### src/rtl/mp3_feed_serializer_pkg.sv
`default_nettype none
// ============================================================================
// Module      : mp3_feed_serializer_pkg
// Description : Shared definitions for the MP3 compressed-data feeder:
//               serializer FSM encoding, FEED_CTRL / FEED_STAT bit positions
//               used by the host register decoder, and the idle levels of
//               the decoder-side serial pins.
// Revision    : 1.0 - initial release
// ============================================================================
package mp3_feed_serializer_pkg;

  // Serializer FSM encoding
  localparam int         c_STATE_W     = 2;
  localparam logic [1:0] c_STATE_IDLE  = 2'd0;
  localparam logic [1:0] c_STATE_LOAD  = 2'd1;
  localparam logic [1:0] c_STATE_SHIFT = 2'd2;

  // Width of one queued word
  localparam int c_WORD_W = 16;

  // FEED_CTRL bit positions
  localparam int c_CTRL_ENABLE_BIT = 0;
  localparam int c_CTRL_FLUSH_BIT  = 1;

  // FEED_STAT bit positions
  localparam int c_STAT_EMPTY_BIT    = 0;
  localparam int c_STAT_FULL_BIT     = 1;
  localparam int c_STAT_OVERFLOW_BIT = 2;
  localparam int c_STAT_BUSY_BIT     = 3;

  // Levels the decoder pins rest at between words
  localparam logic c_IDLE_SDIN = 1'b1;
  localparam logic c_IDLE_BCLK = 1'b1;
  localparam logic c_IDLE_LRCK = 1'b1;

  // Width of a counter that must hold 0..depth inclusive
  function automatic int f_levelWidth(input int depth);
    return $clog2(depth) + 1;
  endfunction

endpackage
`default_nettype wire

### src/rtl/feed_fifo.sv
`default_nettype none
// ============================================================================
// Module      : feed_fifo
// Description : Synchronous FIFO holding host-written words for the MP3
//               feeder. The head entry is readable combinationally so the
//               serializer can load it in the same cycle it pops.
//               The caller must not push when full unless it also pops.
// Ports       : clock, nReset       - clock, async active-low reset
//               push / pushData     - enqueue a word
//               pop                 - dequeue the head word
//               flush               - empty the FIFO (wins over push/pop)
//               headData            - current head entry
//               level, empty, full  - occupancy status
// Revision    : 1.0 - initial release
// ============================================================================
module feed_fifo
  import mp3_feed_serializer_pkg::*;
#(
  parameter int DEPTH = 8,
  parameter int WIDTH = 16
) (
  input  logic                     clock,
  input  logic                     nReset,
  input  logic                     push,
  input  logic [WIDTH-1:0]         pushData,
  input  logic                     pop,
  input  logic                     flush,
  output logic [WIDTH-1:0]         headData,
  output logic [$clog2(DEPTH):0]   level,
  output logic                     empty,
  output logic                     full
);

  localparam int c_PTR_W = $clog2(DEPTH);
  localparam int c_LVL_W = f_levelWidth(DEPTH);

  logic [WIDTH-1:0]   r_mem [DEPTH];
  logic [c_PTR_W-1:0] r_wrPtr;
  logic [c_PTR_W-1:0] r_rdPtr;
  logic [c_LVL_W-1:0] r_level;

  // Storage needs no reset; validity is tracked by the pointers/level.
  always_ff @(posedge clock) begin
    if (push && !flush) begin
      r_mem[r_wrPtr] <= pushData;
    end
  end

  // DEPTH is a power of two, so the pointers wrap naturally.
  always_ff @(posedge clock or negedge nReset) begin
    if (!nReset) begin
      r_wrPtr <= '0;
      r_rdPtr <= '0;
      r_level <= '0;
    end else if (flush) begin
      r_wrPtr <= '0;
      r_rdPtr <= '0;
      r_level <= '0;
    end else begin
      if (push) begin
        r_wrPtr <= r_wrPtr + c_PTR_W'(1);
      end
      if (pop) begin
        r_rdPtr <= r_rdPtr + c_PTR_W'(1);
      end
      case ({push, pop})
        2'b10:   r_level <= r_level + c_LVL_W'(1);
        2'b01:   r_level <= r_level - c_LVL_W'(1);
        default: r_level <= r_level;
      endcase
    end
  end

  assign headData = r_mem[r_rdPtr];
  assign level    = r_level;
  assign empty    = (r_level == '0);
  assign full     = (r_level == c_LVL_W'(DEPTH));

endmodule
`default_nettype wire

### src/rtl/mp3_feed_serializer.sv
`default_nettype none
// ============================================================================
// Module      : mp3_feed_serializer
// Description : Serial feeder for the MP3 decoder compressed-data input.
//               Host words are queued in feed_fifo and shifted MSB-first on
//               sdin/bclk/lrck while enabled and the decoder requests data.
// Ports       : clock, nReset        - system clock, async active-low reset
//               enable, flush        - FEED_CTRL controls (flush is a pulse)
//               writeStrobe/Data     - host word write
//               dataRequest          - decoder request (asynchronous)
//               sdin, bclk, lrck     - decoder serial pins (registered)
//               fifoLevel/Empty/Full - FIFO status
//               overflow             - sticky dropped-write flag
//               busy                 - a word is being loaded or shifted
//               wordCounter          - words fully shifted, wrapping
// Revision    : 1.0 - initial release
// ============================================================================
module mp3_feed_serializer
  import mp3_feed_serializer_pkg::*;
#(
  parameter int FIFO_DEPTH    = 8,
  parameter int CLOCK_DIV     = 4,
  parameter int COUNTER_WIDTH = 16
) (
  input  logic                          clock,
  input  logic                          nReset,
  input  logic                          enable,
  input  logic                          flush,
  input  logic                          writeStrobe,
  input  logic [15:0]                   writeData,
  input  logic                          dataRequest,
  output logic                          sdin,
  output logic                          bclk,
  output logic                          lrck,
  output logic [$clog2(FIFO_DEPTH):0]   fifoLevel,
  output logic                          fifoEmpty,
  output logic                          fifoFull,
  output logic                          overflow,
  output logic                          busy,
  output logic [COUNTER_WIDTH-1:0]      wordCounter
);

  localparam int c_DIV_W = (CLOCK_DIV > 1) ? $clog2(CLOCK_DIV) : 1;

  logic                     r_reqMeta;
  logic                     r_reqSync;
  logic [c_STATE_W-1:0]     r_state;
  logic [c_WORD_W-1:0]      r_shift;
  logic [3:0]               r_bitIdx;
  logic [c_DIV_W-1:0]       r_divCnt;
  logic                     r_sdin;
  logic                     r_bclk;
  logic                     r_lrck;
  logic                     r_overflow;
  logic [COUNTER_WIDTH-1:0] r_wordCounter;

  logic [c_WORD_W-1:0]      w_head;
  logic                     w_pop;
  logic                     w_push;
  logic                     w_drop;
  logic                     w_startWord;
  logic                     w_phaseEnd;
  logic                     w_wordDone;

  // --------------------------------------------------------------------------
  // Word queue
  // --------------------------------------------------------------------------
  // A full FIFO still accepts a write in the cycle the serializer pops it.
  assign w_pop  = (r_state == c_STATE_LOAD) && !flush;
  assign w_push = writeStrobe && !flush && (!fifoFull || w_pop);
  assign w_drop = writeStrobe && !flush && fifoFull && !w_pop;

  feed_fifo #(
    .DEPTH (FIFO_DEPTH),
    .WIDTH (c_WORD_W)
  ) u_fifo (
    .clock    (clock),
    .nReset   (nReset),
    .push     (w_push),
    .pushData (writeData),
    .pop      (w_pop),
    .flush    (flush),
    .headData (w_head),
    .level    (fifoLevel),
    .empty    (fifoEmpty),
    .full     (fifoFull)
  );

  // --------------------------------------------------------------------------
  // dataRequest synchronizer
  // --------------------------------------------------------------------------
  always_ff @(posedge clock or negedge nReset) begin
    if (!nReset) begin
      r_reqMeta <= 1'b0;
      r_reqSync <= 1'b0;
    end else begin
      r_reqMeta <= dataRequest;
      r_reqSync <= r_reqMeta;
    end
  end

  // --------------------------------------------------------------------------
  // Serializer FSM
  // --------------------------------------------------------------------------
  assign w_startWord = enable && r_reqSync && !fifoEmpty;
  assign w_phaseEnd  = (r_divCnt == c_DIV_W'(CLOCK_DIV - 1));
  // The word ends when bit 0's high phase has run its full length.
  assign w_wordDone  = (r_state == c_STATE_SHIFT) && w_phaseEnd &&
                       r_bclk && (r_bitIdx == 4'd0);

  always_ff @(posedge clock or negedge nReset) begin
    if (!nReset) begin
      r_state  <= c_STATE_IDLE;
      r_shift  <= '0;
      r_bitIdx <= '0;
      r_divCnt <= '0;
      r_sdin   <= c_IDLE_SDIN;
      r_bclk   <= c_IDLE_BCLK;
      r_lrck   <= c_IDLE_LRCK;
    end else if (flush) begin
      r_state  <= c_STATE_IDLE;
      r_bitIdx <= '0;
      r_divCnt <= '0;
      r_sdin   <= c_IDLE_SDIN;
      r_bclk   <= c_IDLE_BCLK;
      r_lrck   <= c_IDLE_LRCK;
    end else begin
      case (r_state)
        c_STATE_IDLE: begin
          if (w_startWord) begin
            r_state <= c_STATE_LOAD;
          end
        end

        c_STATE_LOAD: begin
          // r_shift keeps the bits not yet on sdin, next bit in the MSB.
          r_shift  <= {w_head[14:0], 1'b0};
          r_sdin   <= w_head[15];
          r_bclk   <= 1'b0;
          r_lrck   <= 1'b0;
          r_bitIdx <= 4'd15;
          r_divCnt <= '0;
          r_state  <= c_STATE_SHIFT;
        end

        c_STATE_SHIFT: begin
          if (w_phaseEnd) begin
            r_divCnt <= '0;
            if (!r_bclk) begin
              r_bclk <= 1'b1;
            end else if (r_bitIdx == 4'd0) begin
              r_sdin  <= c_IDLE_SDIN;
              r_lrck  <= c_IDLE_LRCK;
              r_state <= c_STATE_IDLE;
            end else begin
              r_bclk   <= 1'b0;
              r_sdin   <= r_shift[15];
              r_shift  <= {r_shift[14:0], 1'b0};
              r_bitIdx <= r_bitIdx - 4'd1;
            end
          end else begin
            r_divCnt <= r_divCnt + c_DIV_W'(1);
          end
        end

        default: begin
          r_state <= c_STATE_IDLE;
        end
      endcase
    end
  end

  // --------------------------------------------------------------------------
  // Status: word counter and sticky overflow
  // --------------------------------------------------------------------------
  always_ff @(posedge clock or negedge nReset) begin
    if (!nReset) begin
      r_wordCounter <= '0;
      r_overflow    <= 1'b0;
    end else if (flush) begin
      r_wordCounter <= '0;
      r_overflow    <= 1'b0;
    end else begin
      if (w_wordDone) begin
        r_wordCounter <= r_wordCounter + COUNTER_WIDTH'(1);
      end
      if (w_drop) begin
        r_overflow <= 1'b1;
      end
    end
  end

  assign sdin        = r_sdin;
  assign bclk        = r_bclk;
  assign lrck        = r_lrck;
  assign overflow    = r_overflow;
  assign busy        = (r_state != c_STATE_IDLE);
  assign wordCounter = r_wordCounter;

endmodule
`default_nettype wire

### config.mk
export PLATFORM = sky130hd
export DESIGN_NAME = mp3_feed_serializer
export DESIGN_NICKNAME = d
export VERILOG_FILES = /design/src/rtl/mp3_feed_serializer_pkg.sv /design/src/rtl/feed_fifo.sv /design/src/rtl/mp3_feed_serializer.sv
export SDC_FILE = /design/constraint.sdc
export NUM_CORES = 1
export LEC_CHECK = 0
export ABC_CLOCK_PERIOD_IN_PS = 7500
export BUFFER_PORTS_ARGS = -buffer_cell sky130_fd_sc_hd__buf_2
export CELL_PAD_IN_SITES_DETAIL_PLACEMENT = 1
export CELL_PAD_IN_SITES_GLOBAL_PLACEMENT = 1
export CORE_AREA = 2 2 128 130
export DETAILED_ROUTE_END_ITERATION = 16
export DIE_AREA = 0 0 130 132
export GPL_TIMING_DRIVEN = 0
export MAX_ROUTING_LAYER = met4
export PLACE_DENSITY = 0.79
export SETUP_SLACK_MARGIN = 0.15
export SYNTH_ARGS = -nofsm -noshare
export SYNTH_HDL_FRONTEND = slang
export SYNTH_SLANG_ARGS = --single-unit
### constraint.sdc
create_clock -name clock -period 7.5 [get_ports clock]
set_clock_uncertainty 0.1 [all_clocks]
set_input_delay 2.25 -clock clock [delete_from_list [all_inputs] [get_ports clock]]
set_output_delay 2.25 -clock clock [all_outputs]
set_load 0.02 [all_outputs]
==> out/metrics.cfg, run 1 <==
[yosys]
syn_avg_cell_area_um2 = 15.1
syn_nets = 538
yosys.area.top_type = edfxtp_1
synthTopCellsByArea = edfxtp_1, dfrtp_1, mux4_2
synth_cells = 509
ys_ff_latch = 183
synth_ff_type = edfxtp_1
yosys_warnings = 0
synthArstFlopShare_pct = 30.1
synth-edff-count = 128
synth_top_cell_area_share_pct = 49.9
synth-seq-area-share_pct = 67.8
ys_types = 56
netlist_area_um2 = 7700

[finish]
drive_above_1_share_pct = 23.5
fill_cells = 1496
num_antenna_cells = 0
multi_input_area_um2 = 2330
nets = 615
finalNonFillerCells = 813
area_growth_pct = 15.8
regArea_um2 = 5220

[clocking]
clock_latency_ps = 430
path_clk_slew_ps = 60
cts_buffers = 17
cts_tree = built
clockBufferDepth = 2
cts.sinks = 183
cts_resized = 0
cts_root_buffer = clkbuf_16
h-tree-depth = 4
holdBufCountCts = 0
post_cts_buffers = 0

[place]
place_inst = 782
gp_congestion = 0.806
hpwl_um = 12500
io_buffers = 47

[job]
cap_violations = 0

[power]
power_switching_share_pct = 23.4
internal_power_mw = 1.61
seq_power_share_pct = 55.3
powerDensity_nw_per_um2 = 235
p_switching_uw = 490
pwr-share-clk_pct = 37.9
leakagePower_nw = 3.14
ir_drop_v = 0.000182
p_comb_share_pct = 6.8

[critical_path]
crit_required_ps = 7540
worstSetupStartpointType = primary input
arrival_ps = 4280
path_class = in2reg
cp-end-kind = flop
crit_fanout = 9

[floorplanning]
io_pins = 49
die_w_um = 130
die_h_um = 132
core_area_um2 = 15700
floorplan.rows = 46
die-area_um2 = 17200
initial_core_util_pct = 49.0

[min_path]
hp-class = reg2reg

[timing]
finalSetupViolations = 0
finalMaxSlewViolations = 0
hold_viol_final = 0
clock.fmax_ghz = 0.236
final.setup.tns_ps = 0
period_needed_ps = 4230
max_slew_margin_pct = 53.7
worst_slew_pin_slew_ps = 692
grt_setup_unrepaired = no
min_period_over_period_pct = 56.4

[grt]
grt_max_degree = 56
grt_overflow = 0
antenna_found_initial = 0
gr-usage-all-layers_pct = 23.7
grt_pass1_wl_um = 29400
first_global_vias = 5169

[drt]
drcViolationCount = 0
vias = 4706
drtPass1Iterations = 4
drt-total-wl_um = 18400
avgViaCountPerCell = 5.79
wl_per_cell_um = 22.6
drtIter0Drc = 292
ant_nets = 0

[run_status]
outcome = finished clean

-- worst paths after layout --
| check | start | to | slack, ps | cells past startpoint |
|---|---|---|---|---|
| worst min-delay path | r_reqMeta | r_reqSync | 270 | 0 |
| worst max register to register | r_state[0] | u_fifo.r_mem[1][9] | 4640 | 7 |
| min in group asynchronous | nReset | u_fifo.level[1] | 1640 | 1 |
| worst max-delay path | writeStrobe | u_fifo.r_mem[1][9] | 3270 | 6 |
| worst min register to register | r_reqMeta | r_reqSync | 270 | 0 |
| max in group asynchronous | nReset | lrck | 5050 | 2 |
-- area by class of cell --
class	count	share of cell area, %
Tap cell	216	3.03
Clock inverter	12	0.926
Inverter	4	0.168
Sequential cell	183	58.6
Multi-Input combinational cell	290	26.2
Buffer	32	1.71
Timing Repair Buffer	58	4.61
Clock buffer	18	4.81
-- power groups by stage --
stage	Sequential [mW]	Clock (mW)	Combinational (mW)
after global routing	1.17	0.851	0.156
after global placement	1.17	0	0.126
after floorplan	1.17	0	0.0823
final	1.16	0.795	0.142
after CTS	1.16	0.803	0.142
after detailed placement	1.18	0	0.140
-- cell families after synthesis --
kind of cell / synth area share (%)
xor+xnor: 1.14
flops: 67.8
buf+inv: 2.18
simple gates: 8.81
fa+ha+maj: 1.14
mux: 10.5
compound gates: 8.42
-- critical path, cell delays in order --
cell and delay (ps):
clkbuf_1 370, o21ai_2 170, or3b_2 580, nor3_2 490
buf_8 240, buf_6 150
-- per-stage QoR --
step | worst slack (ps) | power, mW | area (um^2) | hold slack, ps | utilization (%)
6_report | 3270 | 2.10 | 8920 | 272 | 56.8
5_1_grt | 3180 | 2.17 | 8920 | 292 | 56.8
4_1_cts | 3290 | 2.10 | 8900 | 270 | 56.6
3_5_place_dp | 2840 | 1.32 | 8390 | 255 | 53.4
3_3_place_gp | 1280 | 1.30 | 8210 | 235 | 52.2
2_1_floorplan | 2660 | 1.25 | 7700 | 231 | -
-- Yosys cell counts (all sizes together) (6+ instances only) --
master and n:
dfrtp 52, mux4 18, mux2i 38, nor3 7, o221ai 7, nor2 29
nor2b 6, a2bb2oi 7, ha 7, or4 6, nand3 18, a22oi 15
nand2 20, buf 18, clkbuf 14, o21ai 16, a21oi 17, o31ai 7
nand2b 7, a211oi 9, xor2 9, edfxtp 128
-- placed cells by master (no fill, tap or decap), drive strengths merged, types with 3 or more instances in the layout --
cell type	Yosys	final
a211oi	9	9
a21oi	17	17
a22oi	15	15
a2bb2oi	7	7
a31oi	4	4
and2	4	4
buf	18	76
clkbuf	14	32
clkinv	0	6
clkinvlp	0	4
dfrtp	52	52
dfstp	3	3
edfxtp	128	128
ha	7	7
inv	4	6
mux2i	38	38
mux4	18	18
nand2	20	20
nand2b	7	7
nand3	18	18
nand4	5	5
nor2	29	29
nor2b	6	6
nor3	7	7
o21ai	16	16
o221ai	7	7
o31ai	7	7
or3	5	5
or4	6	6
xor2	9	9
-- registers in the layout, summed over array words and instances, names as in the netlist, 2 cells and up --
| register | flops |
|---|---|
| u_fifo.r_mem | 128 |
| wordCounter | 16 |
| r_shift | 15 |
| r_bitIdx | 4 |
| u_fifo.level | 4 |
| u_fifo.r_rdPtr | 3 |
| u_fifo.r_wrPtr | 3 |
| r_divCnt | 2 |
| r_state | 2 |
-- layer usage --
layer / global-route usage (%) / wire [um] / vias to the layer above
li1: - / - / 2131
met1: 29.6 / 7740 / 2459
met2: 39.7 / 9730 / 94
met3: 4.55 / 592 / 22
met4: 6.33 / 303 / 0
met5: - / 0 / -
No activity file was read; power rests on OpenSTA's default activity.
==> run 2: changes to the inputs <==
--- a/config.mk
+++ b/config.mk
@@ -5,16 +5,16 @@
 export SDC_FILE = /design/constraint.sdc
 export NUM_CORES = 1
 export LEC_CHECK = 0
-export ABC_CLOCK_PERIOD_IN_PS = 7500
+export ABC_CLOCK_PERIOD_IN_PS = 3500
 export BUFFER_PORTS_ARGS = -buffer_cell sky130_fd_sc_hd__buf_2
 export CELL_PAD_IN_SITES_DETAIL_PLACEMENT = 1
 export CELL_PAD_IN_SITES_GLOBAL_PLACEMENT = 1
-export CORE_AREA = 2 2 128 130
+export CORE_AREA = 2 2 133 135
 export DETAILED_ROUTE_END_ITERATION = 16
-export DIE_AREA = 0 0 130 132
+export DIE_AREA = 0 0 135 137
 export GPL_TIMING_DRIVEN = 0
 export MAX_ROUTING_LAYER = met4
-export PLACE_DENSITY = 0.79
+export PLACE_DENSITY = 0.77
 export SETUP_SLACK_MARGIN = 0.15
 export SYNTH_ARGS = -nofsm -noshare
 export SYNTH_HDL_FRONTEND = slang
==> constraint.sdc (replaced) <==
create_clock -name clock -period 3.5 [get_ports clock]
set_clock_uncertainty 0.1 [all_clocks]
set_input_delay 1.05 -clock clock [delete_from_list [all_inputs] [get_ports clock]]
set_output_delay 1.05 -clock clock [all_outputs]
set_load 0.02 [all_outputs]
==> run 2 against run 1 <==
Compared with the run above:
- sequential cell count unchanged
- global-route usage decreased by 1.4 points
- worst setup slack got worse by 2700 ps
- sequential share of layout area fell by 0.92 points
- die area rose by 7.8%
- hold slack worse by 12 ps
- register-to-register slack lost 3800 ps
- critical path type is now reg2out
==> out/metrics.cfg, run 2 (synthesis gave the netlist of run 1 again) <==
[run_status]
outcome = finished clean  ; unchanged

[clocking]
clockBufferDepth = 2  ; unchanged
holdBufCountCts = 0  ; unchanged
cts_resized = 0  ; unchanged
h-tree-depth = 4  ; unchanged
cts.sinks = 183  ; unchanged
post_cts_buffers = 0  ; unchanged
path_clk_slew_ps = 70  ; was 60 ps
clock_latency_ps = 440  ; was 430 ps
cts_root_buffer = clkbuf_16  ; unchanged
cts_tree = built  ; unchanged
cts_buffers = 17  ; unchanged

[finish]
post-route-util_pct = 53.1  ; was 56.8%
finalNonFillerCells = 820  ; was 813
nets = 613  ; was 615
num_antenna_cells = 0  ; unchanged
final_cell_mix = edfxtp_1, buf_2, dfrtp_1  ; unchanged
stdcell_area_um2 = 9060  ; was 8920 um^2
regMostFlops = u_fifo.r_mem  ; unchanged
area_growth_pct = 17.7  ; was 15.8%
drive_above_1_share_pct = 23.5  ; about the same
largest_reg_flops = 128  ; unchanged
fill_cells = 1664  ; was 1496
final_common_cell = edfxtp_1  ; unchanged

[drt]
drt-total-wl_um = 18800  ; was 18400 um
vias = 4794  ; was 4706
ant_nets = 0  ; unchanged
drtPass1Iterations = 4  ; unchanged
wl_per_cell_um = 23.0  ; was 22.6 um
drtIter0Drc = 287  ; was 292
avgViaCountPerCell = 5.85  ; was 5.79
drcViolationCount = 0  ; unchanged

[power]
p_switching_mw = 1.06  ; was 490 uW
power_switching_share_pct = 21.7  ; was 23.4%
p_comb_share_pct = 6.3  ; was 6.8%
ir_drop_v = 0.000486  ; was 0.000182 V
seq_power_share_pct = 51.2  ; was 55.3%
powerDensity_nw_per_um2 = 537  ; was 235 nW/um^2
total_power_mw = 4.86  ; was 2.10 mW
internal_power_mw = 3.81  ; was 1.61 mW
leakagePower_nw = 3.19  ; was 3.14 nW
pwr-share-clk_pct = 42.6  ; was 37.9%

[place]
io_buffers = 47  ; unchanged
placed_area_um2 = 8410  ; was 8390 um^2
hpwl_um = 12300  ; was 12500 um
gp_congestion = 0.800  ; was 0.806
place_inst = 789  ; was 782
post-place-ws_ps = 171  ; was 2840 ps

[timing]
finalMaxSlewViolations = 0  ; unchanged
clock.fmax_ghz = 0.341
max_slew_margin_pct = 55.6  ; was 53.7%
final.setup.tns_ps = 0  ; unchanged
hold_viol_final = 0  ; unchanged
holdWs_ps = 260  ; was 272 ps
min_period_over_period_pct = 83.8
worst_slew_pin_slew_ps = 665  ; was 692 ps
grt_setup_unrepaired = no  ; unchanged
worst_slack_ps = 566  ; was 3270 ps
finalSetupViolations = 0  ; unchanged
period_needed_ps = 2930

[critical_path]
crit_required_ps = 2350  ; was 7540 ps
worstSetupStartpointType = flop  ; was primary input
slowest_delay_ps = 620  ; was 580 ps
path_cells = or4b_4 -> inv_1 -> buf_2  ; was clkbuf_1 -> o21ai_2 -> or3b_2 -> nor3_2 -> buf_8 -> buf_6
cp-end-kind = output port  ; was flop
crit_slowest_cell = or4b_4  ; was or3b_2
crit_fanout = 8  ; was 9
path_class = reg2out  ; was in2reg
arrival_ps = 1780  ; was 4280 ps

[floorplanning]
io_pins = 49  ; unchanged
core_area_um2 = 17100  ; was 15700 um^2
die_h_um = 137  ; was 132 um
die-area_um2 = 18500  ; was 17200 um^2
die_w_um = 135  ; was 130 um
initial_core_util_pct = 45.2  ; was 49.0%
floorplan.rows = 48  ; was 46

[grt]
first_global_vias = 5098  ; was 5169
grt_pass1_wl_um = 29300  ; was 29400 um
grt_max_degree = 56  ; unchanged
antenna_found_initial = 0  ; unchanged
grt_overflow = 0  ; unchanged
gr-usage-all-layers_pct = 22.2  ; was 23.7%

[min_path]
hp-class = reg2reg  ; unchanged

[job]
cap_violations = 0  ; unchanged

-- run 2: cell types whose count changed in the layout (fill, tap and decap cells not counted), sizes merged --
cell / change
buf: -2
clkinvlp: -1
bufinv: +5
clkbuf: -1
clkinv: -3
-- run 2: power groups by stage --
stage,clock (mW),combinational (mW),sequential (mW)
floorplan,0,0.177,2.51
global placement,0,0.271,2.52
detailed placement,0,0.303,2.53
CTS,2.09,0.305,2.48
global route,2.16,0.333,2.50
finish,2.07,0.305,2.49
-- run 2: path summary, 6_finish.rpt --
| path | startpoint | to | slack, ps | cells after the start |
|---|---|---|---|---|
| max in group asynchronous | nReset | r_shift[7] | 2200 | 2 |
| min in group asynchronous | nReset | wordCounter[2] | 510 | 1 |
| setup reg to reg | r_state[0] | u_fifo.r_mem[7][4] | 800 | 6 |
| setup / recovery | u_fifo.level[1] | fifoFull | 570 | 3 |
| hold / removal | r_reqMeta | r_reqSync | 260 | 0 |
| hold reg to reg | r_reqMeta | r_reqSync | 260 | 0 |
-- run 2: layout make-up --
type / count / area [um^2] / share of cell area [%]
flip-flops and latches: 183 / 5220 / 57.6
multi-input cells: 290 / 2350 / 25.9
clock buffers: 17 / 425 / 4.69
plain buffers: 32 / 153 / 1.68
well taps: 225 / 282 / 3.11
repair buffers: 56 / 413 / 4.56
inverters: 4 / 15.0 / 0.166
clock inverters: 13 / 204 / 2.25
-- run 2: layer usage --
| layer | wire length, um | vias up | track usage (%) |
|---|---|---|---|
| met5 | 0 | - | - |
| met4 | 367 | 0 | 6.19 |
| met3 | 692 | 28 | 4.15 |
| met2 | 10100 | 113 | 39.6 |
| met1 | 7650 | 2516 | 25.9 |
| li1 | - | 2137 | - |
-- run 2: critical path: cells and delay by family, from the launching register on --
| kind | cells | cell delay [ps] |
|---|---|---|
| buf+inv | 2 | 250 |
| simple gates | 1 | 620 |
| flops | 1 | 470 |
